<file path="src/rtl/race_ctl_if.sv">
// Purpose: groups the racer sequencer's frame/button inputs and its draw-chain outputs.
// Latency: none; wires only.
// Backpressure: none; level and pulse signals only, with no handshake.
//
// master: the sequencer. It samples vsync and the buttons and drives the layer
//         enables, the sprite position, speed, lap and state.
// slave:  the surrounding system. It drives vsync and the buttons and consumes
//         the outputs.
interface race_ctl_if;
  logic        vsync;
  logic        btn_start;
  logic        btn_up;
  logic        btn_down;
  logic        btn_left;
  logic        btn_right;
  logic        bg_visible;
  logic        track_visible;
  logic        player_visible;
  logic [10:0] xpos;
  logic [10:0] ypos;
  logic [3:0]  speed;
  logic [3:0]  lap;
  logic [2:0]  state;

  modport master (
    input  vsync, btn_start, btn_up, btn_down, btn_left, btn_right,
    output bg_visible, track_visible, player_visible, xpos, ypos, speed, lap, state
  );

  modport slave (
    output vsync, btn_start, btn_up, btn_down, btn_left, btn_right,
    input  bg_visible, track_visible, player_visible, xpos, ypos, speed, lap, state
  );
endinterface

</file>
<file path="src/rtl/race_ctl.sv">
// Purpose: race game sequencer. It runs the race FSM, moves the car once per frame and counts laps.
// Latency: each output updates on the pclk edge after the qualifying start edge or vsync edge.
// Backpressure: none; inputs are sampled every cycle, and one press of start gives one event.
//
// Ports: pclk/rst (synchronous, active-high) are plain ports. bus (master) carries
//        vsync and the buttons as inputs, and the layer enables, xpos/ypos, speed,
//        lap and state as registered outputs.
module race_ctl #(
  parameter int SCREEN_W  = 1024,
  parameter int SCREEN_H  = 768,
  parameter int CAR_W     = 64,
  parameter int CAR_H     = 64,
  parameter int START_X   = 480,
  parameter int START_Y   = 640,
  parameter int STEP_X    = 4,
  parameter int MAX_SPEED = 8,
  parameter int CD_FRAMES = 180,
  parameter int LAPS      = 3
) (
  input logic        pclk,
  input logic        rst,
  race_ctl_if.master bus
);

  typedef enum logic [2:0] {
    S_IDLE      = 3'd0,
    S_COUNTDOWN = 3'd1,
    S_RACE      = 3'd2,
    S_PAUSE     = 3'd3,
    S_FINISH    = 3'd4
  } state_t;

  localparam int                CD_W    = $clog2(CD_FRAMES + 1);
  localparam logic [CD_W-1:0]   CD_LAST = CD_W'(CD_FRAMES - 1);
  localparam logic signed [11:0] X_MAX   = 12'(SCREEN_W - CAR_W);
  localparam logic signed [11:0] Y_SPAN  = 12'(SCREEN_H - CAR_H);
  localparam logic signed [11:0] STEP    = 12'(STEP_X);
  localparam logic signed [11:0] SPD_MAX = 12'(MAX_SPEED);
  localparam logic [10:0]        X0      = 11'(START_X);
  localparam logic [10:0]        Y0      = 11'(START_Y);
  localparam logic [3:0]         LAP_END = 4'(LAPS);

  state_t          st;
  logic            vsync_q;
  logic            start_q;
  logic [CD_W-1:0] cd;
  logic [10:0]     xpos_r;
  logic [10:0]     ypos_r;
  logic [3:0]      speed_r;
  logic [3:0]      lap_r;
  logic            bg_r;
  logic            trk_r;
  logic            ply_r;

  logic tick;
  logic start_ev;

  assign tick     = bus.vsync & ~vsync_q;
  assign start_ev = bus.btn_start & ~start_q;

  // Candidate next-frame values for RACE. All arithmetic uses 12-bit signed
  // values, so a step below zero shows up as a negative number and never wraps.
  logic signed [11:0] spd_c, spd_n;
  logic signed [11:0] x_c, x_n;
  logic signed [11:0] y_c, y_d, y_n;
  logic               wrap;
  logic [3:0]         lap_n;
  logic               done;

  always_comb begin
    spd_c = $signed({8'd0, speed_r});
    x_c   = $signed({1'b0, xpos_r});
    y_c   = $signed({1'b0, ypos_r});

    // Brake has priority over accelerate. The new speed drives this frame's move.
    spd_n = spd_c;
    if (bus.btn_down) begin
      if (spd_c > 12'sd0) spd_n = spd_c - 12'sd1;
    end else if (bus.btn_up) begin
      if (spd_c < SPD_MAX) spd_n = spd_c + 12'sd1;
    end

    // Opposite steer inputs cancel each other.
    x_n = x_c;
    if (bus.btn_left && !bus.btn_right) begin
      x_n = (x_c < STEP) ? 12'sd0 : x_c - STEP;
    end else if (bus.btn_right && !bus.btn_left) begin
      x_n = (x_c + STEP > X_MAX) ? X_MAX : x_c + STEP;
    end

    // The track scrolls upward. Going past the top wraps to the bottom and counts a lap.
    y_d   = y_c - spd_n;
    wrap  = (y_d < 12'sd0);
    y_n   = wrap ? y_d + Y_SPAN : y_d;
    lap_n = lap_r + {3'd0, wrap};
    done  = wrap && (lap_n == LAP_END);
  end

  // The clamping above keeps the upper bits zero. They are only kept so the
  // full-width intermediates stay visible.
  logic unused_hi;
  assign unused_hi = &{1'b0, spd_n[11:4], x_n[11], y_n[11]};

  always_ff @(posedge pclk) begin
    if (rst) begin
      st      <= S_IDLE;
      vsync_q <= 1'b0;
      start_q <= 1'b0;
      cd      <= '0;
      xpos_r  <= X0;
      ypos_r  <= Y0;
      speed_r <= 4'd0;
      lap_r   <= 4'd0;
      bg_r    <= 1'b1;
      trk_r   <= 1'b0;
      ply_r   <= 1'b0;
    end else begin
      vsync_q <= bus.vsync;
      start_q <= bus.btn_start;
      bg_r    <= 1'b1;
      case (st)
        S_IDLE: begin
          if (start_ev) begin
            st      <= S_COUNTDOWN;
            xpos_r  <= X0;
            ypos_r  <= Y0;
            speed_r <= 4'd0;
            lap_r   <= 4'd0;
            cd      <= '0;
            trk_r   <= 1'b1;
            ply_r   <= 1'b1;
          end
        end
        S_COUNTDOWN: begin
          if (tick) begin
            if (cd == CD_LAST) begin
              st <= S_RACE;
              cd <= '0;
            end else begin
              cd <= cd + CD_W'(1);
            end
          end
        end
        S_RACE: begin
          // A start press takes priority and suppresses any move on this frame.
          if (start_ev) begin
            st <= S_PAUSE;
          end else if (tick) begin
            xpos_r  <= x_n[10:0];
            ypos_r  <= y_n[10:0];
            lap_r   <= lap_n;
            speed_r <= done ? 4'd0 : spd_n[3:0];
            if (done) st <= S_FINISH;
          end
        end
        S_PAUSE: begin
          if (start_ev) st <= S_RACE;
        end
        S_FINISH: begin
          if (start_ev) begin
            st      <= S_IDLE;
            xpos_r  <= X0;
            ypos_r  <= Y0;
            speed_r <= 4'd0;
            trk_r   <= 1'b0;
            ply_r   <= 1'b0;
          end
        end
        default: begin
          st    <= S_IDLE;
          trk_r <= 1'b0;
          ply_r <= 1'b0;
        end
      endcase
    end
  end

  assign bus.state          = st;
  assign bus.xpos           = xpos_r;
  assign bus.ypos           = ypos_r;
  assign bus.speed          = speed_r;
  assign bus.lap            = lap_r;
  assign bus.bg_visible     = bg_r;
  assign bus.track_visible  = trk_r;
  assign bus.player_visible = ply_r;

endmodule
</file>
<file path="src/flat_wrapper.sv">
// flat-port wrapper written by rule: the top's interface ports become plain ports
module race_ctl_flat 
#(
  parameter int SCREEN_W  = 1024,
  parameter int SCREEN_H  = 768,
  parameter int CAR_W     = 64,
  parameter int CAR_H     = 64,
  parameter int START_X   = 480,
  parameter int START_Y   = 640,
  parameter int STEP_X    = 4,
  parameter int MAX_SPEED = 8,
  parameter int CD_FRAMES = 180,
  parameter int LAPS      = 3
)
  (pclk, rst, bus_vsync, bus_btn_start, bus_btn_up, bus_btn_down, bus_btn_left, bus_btn_right, bus_bg_visible, bus_track_visible, bus_player_visible, bus_xpos, bus_ypos, bus_speed, bus_lap, bus_state);
  race_ctl_if bus_i ();
  input logic pclk;
  input logic rst;
  input wire logic [$bits(bus_i.vsync)-1:0] bus_vsync;
  input wire logic [$bits(bus_i.btn_start)-1:0] bus_btn_start;
  input wire logic [$bits(bus_i.btn_up)-1:0] bus_btn_up;
  input wire logic [$bits(bus_i.btn_down)-1:0] bus_btn_down;
  input wire logic [$bits(bus_i.btn_left)-1:0] bus_btn_left;
  input wire logic [$bits(bus_i.btn_right)-1:0] bus_btn_right;
  output wire logic [$bits(bus_i.bg_visible)-1:0] bus_bg_visible;
  output wire logic [$bits(bus_i.track_visible)-1:0] bus_track_visible;
  output wire logic [$bits(bus_i.player_visible)-1:0] bus_player_visible;
  output wire logic [$bits(bus_i.xpos)-1:0] bus_xpos;
  output wire logic [$bits(bus_i.ypos)-1:0] bus_ypos;
  output wire logic [$bits(bus_i.speed)-1:0] bus_speed;
  output wire logic [$bits(bus_i.lap)-1:0] bus_lap;
  output wire logic [$bits(bus_i.state)-1:0] bus_state;
  assign bus_i.vsync = bus_vsync;
  assign bus_i.btn_start = bus_btn_start;
  assign bus_i.btn_up = bus_btn_up;
  assign bus_i.btn_down = bus_btn_down;
  assign bus_i.btn_left = bus_btn_left;
  assign bus_i.btn_right = bus_btn_right;
  assign bus_bg_visible = bus_i.bg_visible;
  assign bus_track_visible = bus_i.track_visible;
  assign bus_player_visible = bus_i.player_visible;
  assign bus_xpos = bus_i.xpos;
  assign bus_ypos = bus_i.ypos;
  assign bus_speed = bus_i.speed;
  assign bus_lap = bus_i.lap;
  assign bus_state = bus_i.state;
  race_ctl #(.SCREEN_W(SCREEN_W), .SCREEN_H(SCREEN_H), .CAR_W(CAR_W), .CAR_H(CAR_H), .START_X(START_X), .START_Y(START_Y), .STEP_X(STEP_X), .MAX_SPEED(MAX_SPEED), .CD_FRAMES(CD_FRAMES), .LAPS(LAPS)) u_core (.pclk(pclk), .rst(rst), .bus(bus_i));
endmodule
</file>
<file path="config.mk">
export PLATFORM = sky130hd
export DESIGN_NAME = race_ctl_flat
export DESIGN_NICKNAME = d
export VERILOG_FILES = /design/src/rtl/race_ctl_if.sv /design/src/rtl/race_ctl.sv /design/src/flat_wrapper.sv
export SDC_FILE = /design/constraint.sdc
export NUM_CORES = 1
export LEC_CHECK = 0
export CAP_MARGIN = 20
export CORE_MARGIN = 2
export CORE_UTILIZATION = 40
export CTS_CLUSTER_SIZE = 20
export DETAILED_ROUTE_END_ITERATION = 6
export PLACE_DENSITY_LB_ADDON = 0.25
export SYNTH_ARGS = -nofsm -noshare
export SYNTH_HDL_FRONTEND = slang
export SYNTH_SLANG_ARGS = --single-unit
</file>
<file path="constraint.sdc">
create_clock -name pclk -period 5.5 [get_ports pclk]
set_input_delay 1.65 -clock pclk [delete_from_list [all_inputs] [get_ports pclk]]
set_output_delay 1.65 -clock pclk [all_outputs]
set_load 0.01 [all_outputs]
</file>
# After elaboration in Yosys (flattened, before gate mapping)
# Index checks and enable logic that the tools add are counted.
[classes] eq_ne=17 magnitude_cmp=5 n_bitwise=5 reduce_logical=17 mux=41 n_addsub=8
[ops] operator="2-to-1 mux 11 bit" n=11
[ops] operator="2-to-1 mux 12 bit" n=4
[ops] operator="case mux 11 bit (2 select lines)" n=2
[ops] operator="2-to-1 mux 3 bit" n=8
[ops] operator="2-to-1 mux 4 bit" n=6
[ops] operator="2-to-1 mux 8 bit" n=3
[ops] operator="case mux 4 bit (2 select lines)" n=2
[ops] operator="case mux 8 bit (2 select lines)" n=1
[ops] operator="case mux 3 bit (5 select lines)" n=1
[ops] operator="!= test 2 x 1 -> 1 bit, second input constant" n=7
[ops] operator="adder 11 x 3 -> 12 bit, second input constant" n=1
[ops] operator="> comparator 12 x 11 -> 1 bit, second input constant" n=1
[ops] operator="less-than comparator 12 x 1 -> 1 bit, second input constant" n=1
[ops] operator="subtractor 12 bit" n=1
[ops] operator="adder 11 bit, second input constant" n=1
[ops] operator="less-than comparator 11 x 3 -> 1 bit, second input constant" n=1
[ops] operator="subtractor 11 x 3 -> 11 bit, second input constant" n=1
[ops] operator="!= test 3 x 1 -> 1 bit, second input constant" n=3
[ops] operator="adder 8 x 1 -> 8 bit, second input constant" n=1
[ops] operator="== test 8 bit, second input constant" n=1
[ops] operator="AND reduction 4 bit" n=2
[ops] operator="AND reduction 7 bit" n=1
[ops] operator="== test 3 x 2 -> 1 bit, second input constant" n=2
[ops] operator="AND reduction 3 bit" n=2
[ops] operator="other kinds (20)" n=29
[totals] inputBits=8 out_inout_bits=36 ff_bits=44

# Longest topological paths before layout
# Gate-level depths: netlist (run 1).
[logic_depth] word_depth=13 ltp_mapped=21 ltp_nobuf=21

# Worst setup path after synthesis (run 1)
# No wires, ideal clock.
[synth_path] path_kind="input port to flip-flop" from="input bus_btn_down" to="register u_core.st[1] (netlist: u_core.bus.state[1])" setup_slack_ps=395 setup_ps=127 stages=20 n_path_buf=1 required_ps=5373 t_arrival_ps=4978 path_cell_list="clkbuf_1 -> nand3b_1 -> nor2_1 -> a21oi_1 -> o21ai_0 -> inv_1 -> ha_1 -> nand2b_1 -> a21oi_1 -> o21ai_2 -> or4_4 -> nand3_4 -> ha_1 -> ha_1 -> xnor2_1 -> nand4_1 -> a31oi_2 -> nand2_1 -> a32oi_1 -> nor2_1"
[synth_via] elab_chain_len=8
[synth_rtl] item="start: declaration" line="flat_wrapper.sv:22" text="input wire logic [$bits(bus_i.btn_down)-1:0] bus_btn_down;"
[synth_rtl] item="2-to-1 mux 12 bit (*)" line="race_ctl.sv:77" text="if (bus.btn_down) begin"
[synth_rtl] item="subtractor 12 bit (*)" line="race_ctl.sv:92" text="y_d = y_c - spd_n;"
[synth_rtl] item="less-than comparator 12 x 1 -> 1 bit (*)" line="race_ctl.sv:93" text="wrap = (y_d < 12'sd0);"
[synth_rtl] item="adder 4 x 1 -> 4 bit" line="race_ctl.sv:95" text="lap_n = lap_r + {3'd0, wrap};"
[synth_rtl] item="== test 4 x 2 -> 1 bit" line="race_ctl.sv:96" text="done = wrap && (lap_n == LAP_END);"
[synth_rtl] item="logical AND 1 bit (*)" line="race_ctl.sv:96"
[synth_rtl] item="!= test 3 x 1 -> 1 bit (no source line) (*)"
[synth_rtl] item="AND reduction 7 bit (no source line) (*)"
[synth_rtl] item="end signal: assignment" line="race_ctl.sv:106" text="st <= S_IDLE;"
[synth_rtl] item="end signal: assignment" line="race_ctl.sv:124" text="st <= S_COUNTDOWN;"
[synth_rtl] item="end signal: assignment" line="race_ctl.sv:137" text="st <= S_RACE;"
[synth_rtl] item="end: declaration" line="race_ctl.sv:43" text="state_t st;"
# Every way passes the cells marked *; elsewhere a longest branch is shown, timed or not.
# A chain may end at the register's enable or synchronous reset.

# Final worst setup path (run 1)
[layout_path] from="input bus_btn_up" to="register u_core.speed_r[1] (netlist: u_core.bus.speed[1])"
[layout_via] elab_chain_len=11
[layout_rtl] item="start: declaration" line="flat_wrapper.sv:21" text="input wire logic [$bits(bus_i.btn_up)-1:0] bus_btn_up;"
[layout_rtl] item="2-to-1 mux 12 bit (*)" line="race_ctl.sv:79" text="end else if (bus.btn_up) begin"
[layout_rtl] item="2-to-1 mux 12 bit (*)" line="race_ctl.sv:77"
[layout_rtl] item="subtractor 12 bit" line="race_ctl.sv:92"
[layout_rtl] item="less-than comparator 12 x 1 -> 1 bit" line="race_ctl.sv:93"
[layout_rtl] item="adder 4 x 1 -> 4 bit" line="race_ctl.sv:95"
[layout_rtl] item="== test 4 x 2 -> 1 bit" line="race_ctl.sv:96"
[layout_rtl] item="logical AND 1 bit" line="race_ctl.sv:96"
[layout_rtl] item="2-to-1 mux 4 bit (*)" line="race_ctl.sv:152" text="speed_r <= done ? 4'd0 : spd_n[3:0];"
[layout_rtl] item="2-to-1 mux 4 bit (*)" line="race_ctl.sv:148" text="end else if (tick) begin"
[layout_rtl] item="2-to-1 mux 4 bit (*)" line="race_ctl.sv:146" text="if (start_ev) begin"
[layout_rtl] item="case mux 4 bit (2 select lines) (*)" line="race_ctl.sv:121" text="case (st)"
[layout_rtl] item="end signal: assignment" line="race_ctl.sv:152"
[layout_rtl] item="end: declaration" line="race_ctl.sv:49" text="logic [3:0] speed_r;"
# Every way passes the cells marked *; elsewhere a longest branch is shown, timed or not. The select of a mux whose other input is x is not followed.

==> qor.txt, run 1 <==
outcome: completed
Net Sw Frac: 25.9%
Max Transition Viols Final: 0
vias in the first global route: 2710
part of the Yosys area used for sequential elements: 26.6%
number of synthesized flops with an enable pin: 0
Flop pwr share: 43.3%
Pleak: 1.41 nW
CP Cell Sequence: clkdlybuf4s50_1 > nor2b_1 > a21oi_1 > o21ai_0 > inv_1 > ha_1 > nand2b_1 > a21oi_1 > o21ai_2 > or4_4 > nand3_4 > ha_1 > ha_1 > xnor2_1 > nand4_1 > a31oi_4 > nor2_1 > a22oi_1 > nor2_1
CP required: 5.68 ns
Sink Count: 42
H-tree depth: 2
gr ovfl total: 0
cell family with most CP delay: simple AND/OR/NAND/NOR gates
# Max-Cap Violations: 0
logic gate share of total power: 16.7%
Synth Flop Type: dfxtp_1
FF+latch count, synth: 42
P_int: 0.544 mW
n_diodes: 0
Skew-Pair Late Insertion Delay: 0.29 ns
register-to-register setup slack: 1.23 ns
Hold Path Sink: u_core.bus.ypos[8]
Die Wd: 92.9 um
Crit Path Class: in -> reg
Hold Path Depth: 2
CTS tree: yes
Avg Vias per Cell: 5.38
Least-Margin Pin Slew: 0.519 ns
IO Port Bufs: 40
postcts setup bufs: 0
first-pass GRT wire length: 12300 um
Nets: 481
# setup viols final: 0
Fmax: 194 MHz
Clock Power Share: 40.0%
WHS: 0.482 ns
site row count: 32
CP Capture Type: register
Starting DRT DRC Count: 101
Synth cell types: 67
Worst VDD drop: 0.000123 V
Placer Congestion: 0.913
Post-synth ARST share: 0%
Worst Hold Launch: u_core.bus.ypos[8]
clock tree root driver cell: clkbuf_8
total routed wirelength: 7560 um
Final period util: 93.9%
CP arrival: 5.34 ns
worst hold path class: reg -> reg
slowest CP cell: clkdlybuf4s50_1
Slew HR: 65.4%
Syn Inst Count: 412
initial antenna violation count: 0
Die Y: 92.9 um
Hold Vio Cnt, Final: 0
ANT nets after route: 0
DRC: 0
pwr dens: 192 nW/um^2
Critical R2R Capture: u_core.bus.speed[1]
Tmin final: 5.17 ns
CP most frequent cell: ha_1
RSZ-0062 raised after global routing: no
clock skew after layout: 0.00615 ns
clk buf depth: 2
core box area: 7690 um^2
TritonRoute pass-1 iters: 4
yosys synthesis warning count: 0
final setup TNS: 0 ns
CTS buffer count: 5
Synth Area per Inst: 7.67 um^2
die area: 8620 um^2
Initial Utilization: 41.1%
DR WL/cell: 13.6 um
Worst Path Buf+Inv: 2
total number of vias: 2983
Area growth, synth to finish: 21.0%
Net Sw Power: 0.190 mW
Crit Reg-Reg Startpoint: u_core.bus.speed[1]
Reg clk slew, reported paths: 0.08 ns
post-synthesis instance area: 3160 um^2
Largest stage delay, worst path: 0.54 ns
DP Wirelength: 5690 um
critical path startpoint category: input pin
largest net degree at the start of global routing: 28
R2R depth: 20
crit-path max FO: 5
Tot GR Track Use: 17.5%
layout cell share with drive strength beyond 1: 8.19%
I/O pins: 44
placed cells by master, fill, tap and decap left out, types with 7 or more instances in the layout:
cell type,count
a21oi_1,32
ha_1,21
nand3_1,15
nor2b_1,10
nand2_1,38
o211ai_1,8
inv_1,12
dfxtp_1,42
o21ai_0,20
and3_1,7
xnor2_1,11
nor2_1,58
buf_4,16
a22oi_1,8
xor2_1,16
nand2b_1,10
clkdlybuf4s50_1,39
power groups by stage:
stage               Combinational (mW)  Clock (mW)  Sequential (mW)
finish                           0.123       0.294            0.318
global route                     0.138       0.317            0.319
CTS                              0.123       0.302            0.318
detailed placement               0.122           0            0.325
global placement                 0.120           0            0.325
floorplan                       0.0875           0            0.323
stage by stage:
| step | instances | total power [mW] | cell area, um^2 | utilization, % | setup slack (ns) |
|---|---|---|---|---|---|
| final | 554 | 0.734 | 3820 | 49.7 | 0.334 |
| after CTS | 554 | 0.743 | 3810 | 49.6 | 0.147 |
| after global placement | 546 | 0.445 | 3670 | 47.8 | 0.0562 |
| after floorplan | 413 | 0.410 | 3160 | - | 0.395 |
| after global routing | 554 | 0.774 | 3820 | 49.7 | 0.0180 |
| after detailed placement | 546 | 0.447 | 3670 | 47.8 | -0.145 |
cell families after synthesis:
family,count (synthesis),share of synthesized area [%]
and+or+nand+nor,172,27.6
AOI/OAI and AO/OA,107,22.3
DFF,42,26.6
buffers and inverters,37,5.78
xor gates and xnor gates,27,7.48
adders and majority gates,22,8.95
muxes,3,0.990
other,2,0.238
per-layer routing:
| metal | track usage (%) | part of all wire (%) | wire length, um |
|---|---|---|---|
| met1 | 22.6 | 49 | 3680 |
| met2 | 29.6 | 46 | 3520 |
| met3 | 2.20 | 3.2 | 242 |
| met4 | 6.86 | 1.6 | 120 |
| met5 | 0 | 0 | 0 |
worst max-delay path by stage:
| stage | from | end | slack [ns] | cells past startpoint |
|---|---|---|---|---|
| floorplan | bus_btn_down | u_core.bus.state[1] | 0.39 | 20 |
| global placement | bus_btn_down | u_core.bus.state[1] | 0.06 | 20 |
| detailed placement | bus_btn_down | u_core.bus.speed[1] | -0.14 | 20 |
| CTS | bus_btn_down | u_core.bus.speed[1] | 0.15 | 20 |
| global route | bus_btn_up | u_core.bus.state[1] | 0.02 | 19 |
| finish | bus_btn_up | u_core.bus.speed[1] | 0.33 | 19 |
repair_timing:
action	in CTS	in global routing
setup endpoints to repair	0	6
gates resized for setup	0	2
hold buffers	0	0
state kept, by name (all words and copies together), names as in the netlist:
register                  count
u_core.bus.state              3
u_core.bus.speed              4
u_core.vsync_q                1
u_core.start_q                1
u_core.cd                     8
u_core.bus.xpos               9
u_core.bus.ypos              11
u_core.bus.lap                4
u_core.bus.track_visible      1
synthesized netlist by cell type (all sizes together), types with 2 or more instances:
cell type	instances	area, um^2
nor3	7	51.3
nand2	39	149
nor2b	10	62.6
nor2	59	224
o21ai	23	119
a31oi	5	37.5
a21boi	2	18.8
nand3b	3	22.5
nand4b	2	17.5
o31a	2	17.5
nor3b	2	15.0
o211ai	8	60.1
clkbuf	13	50.0
dfxtp	42	841
inv	12	45.0
conb	2	7.51
a32oi	4	35.0
a22o	2	17.5
buf	12	87.6
nand4	5	31.3
xor2	16	140
o22a	2	17.5
mux2i	2	20.0
ha	21	263
a211oi	4	35.0
o21a	3	22.5
nand2b	10	62.6
xnor2	11	96.3
and3	7	43.8
a22oi	8	60.1
nand3	17	110
and2	4	25.0
a21oi	32	160
cell type report:
type                       instances  area [um^2]
fill                             748         3860
clock inverter                     3         68.8
multi-input combinational        334         2150
inverter                          12         45.0
timing repair buffer              56          523
tap                              102          128
clock buffer                       5         68.8
sequential                        42          841
worst register-to-register path: stages (launching register included):
cell and delay (ns):
dfxtp_1 0.49, inv_1 0.13, ha_1 0.33, a221oi_1 0.31
o21ai_0 0.13, o21ai_0 0.12, inv_1 0.08, ha_1 0.29
nand2b_1 0.07, a21oi_1 0.23, o21ai_2 0.12, or4_4 0.51
nand3_4 0.11, ha_1 0.18, ha_1 0.19, xnor2_1 0.13
nand4_1 0.16, a31oi_4 0.24, nor2_1 0.10, a22oi_1 0.18
nor2_1 0.07
No activity file was read; power rests on OpenSTA's default activity.
==> run 2: changes to the inputs <==
--- a/config.mk
+++ b/config.mk
@@ -11,6 +11,7 @@
 export CTS_CLUSTER_SIZE = 20
 export DETAILED_ROUTE_END_ITERATION = 6
 export PLACE_DENSITY_LB_ADDON = 0.25
+export SKIP_CTS_REPAIR_TIMING = 1
 export SYNTH_ARGS = -nofsm -noshare
 export SYNTH_HDL_FRONTEND = slang
 export SYNTH_SLANG_ARGS = --single-unit
==> results of run 2 <==
Final layout, timing and power as in run 1 (identical DEF).
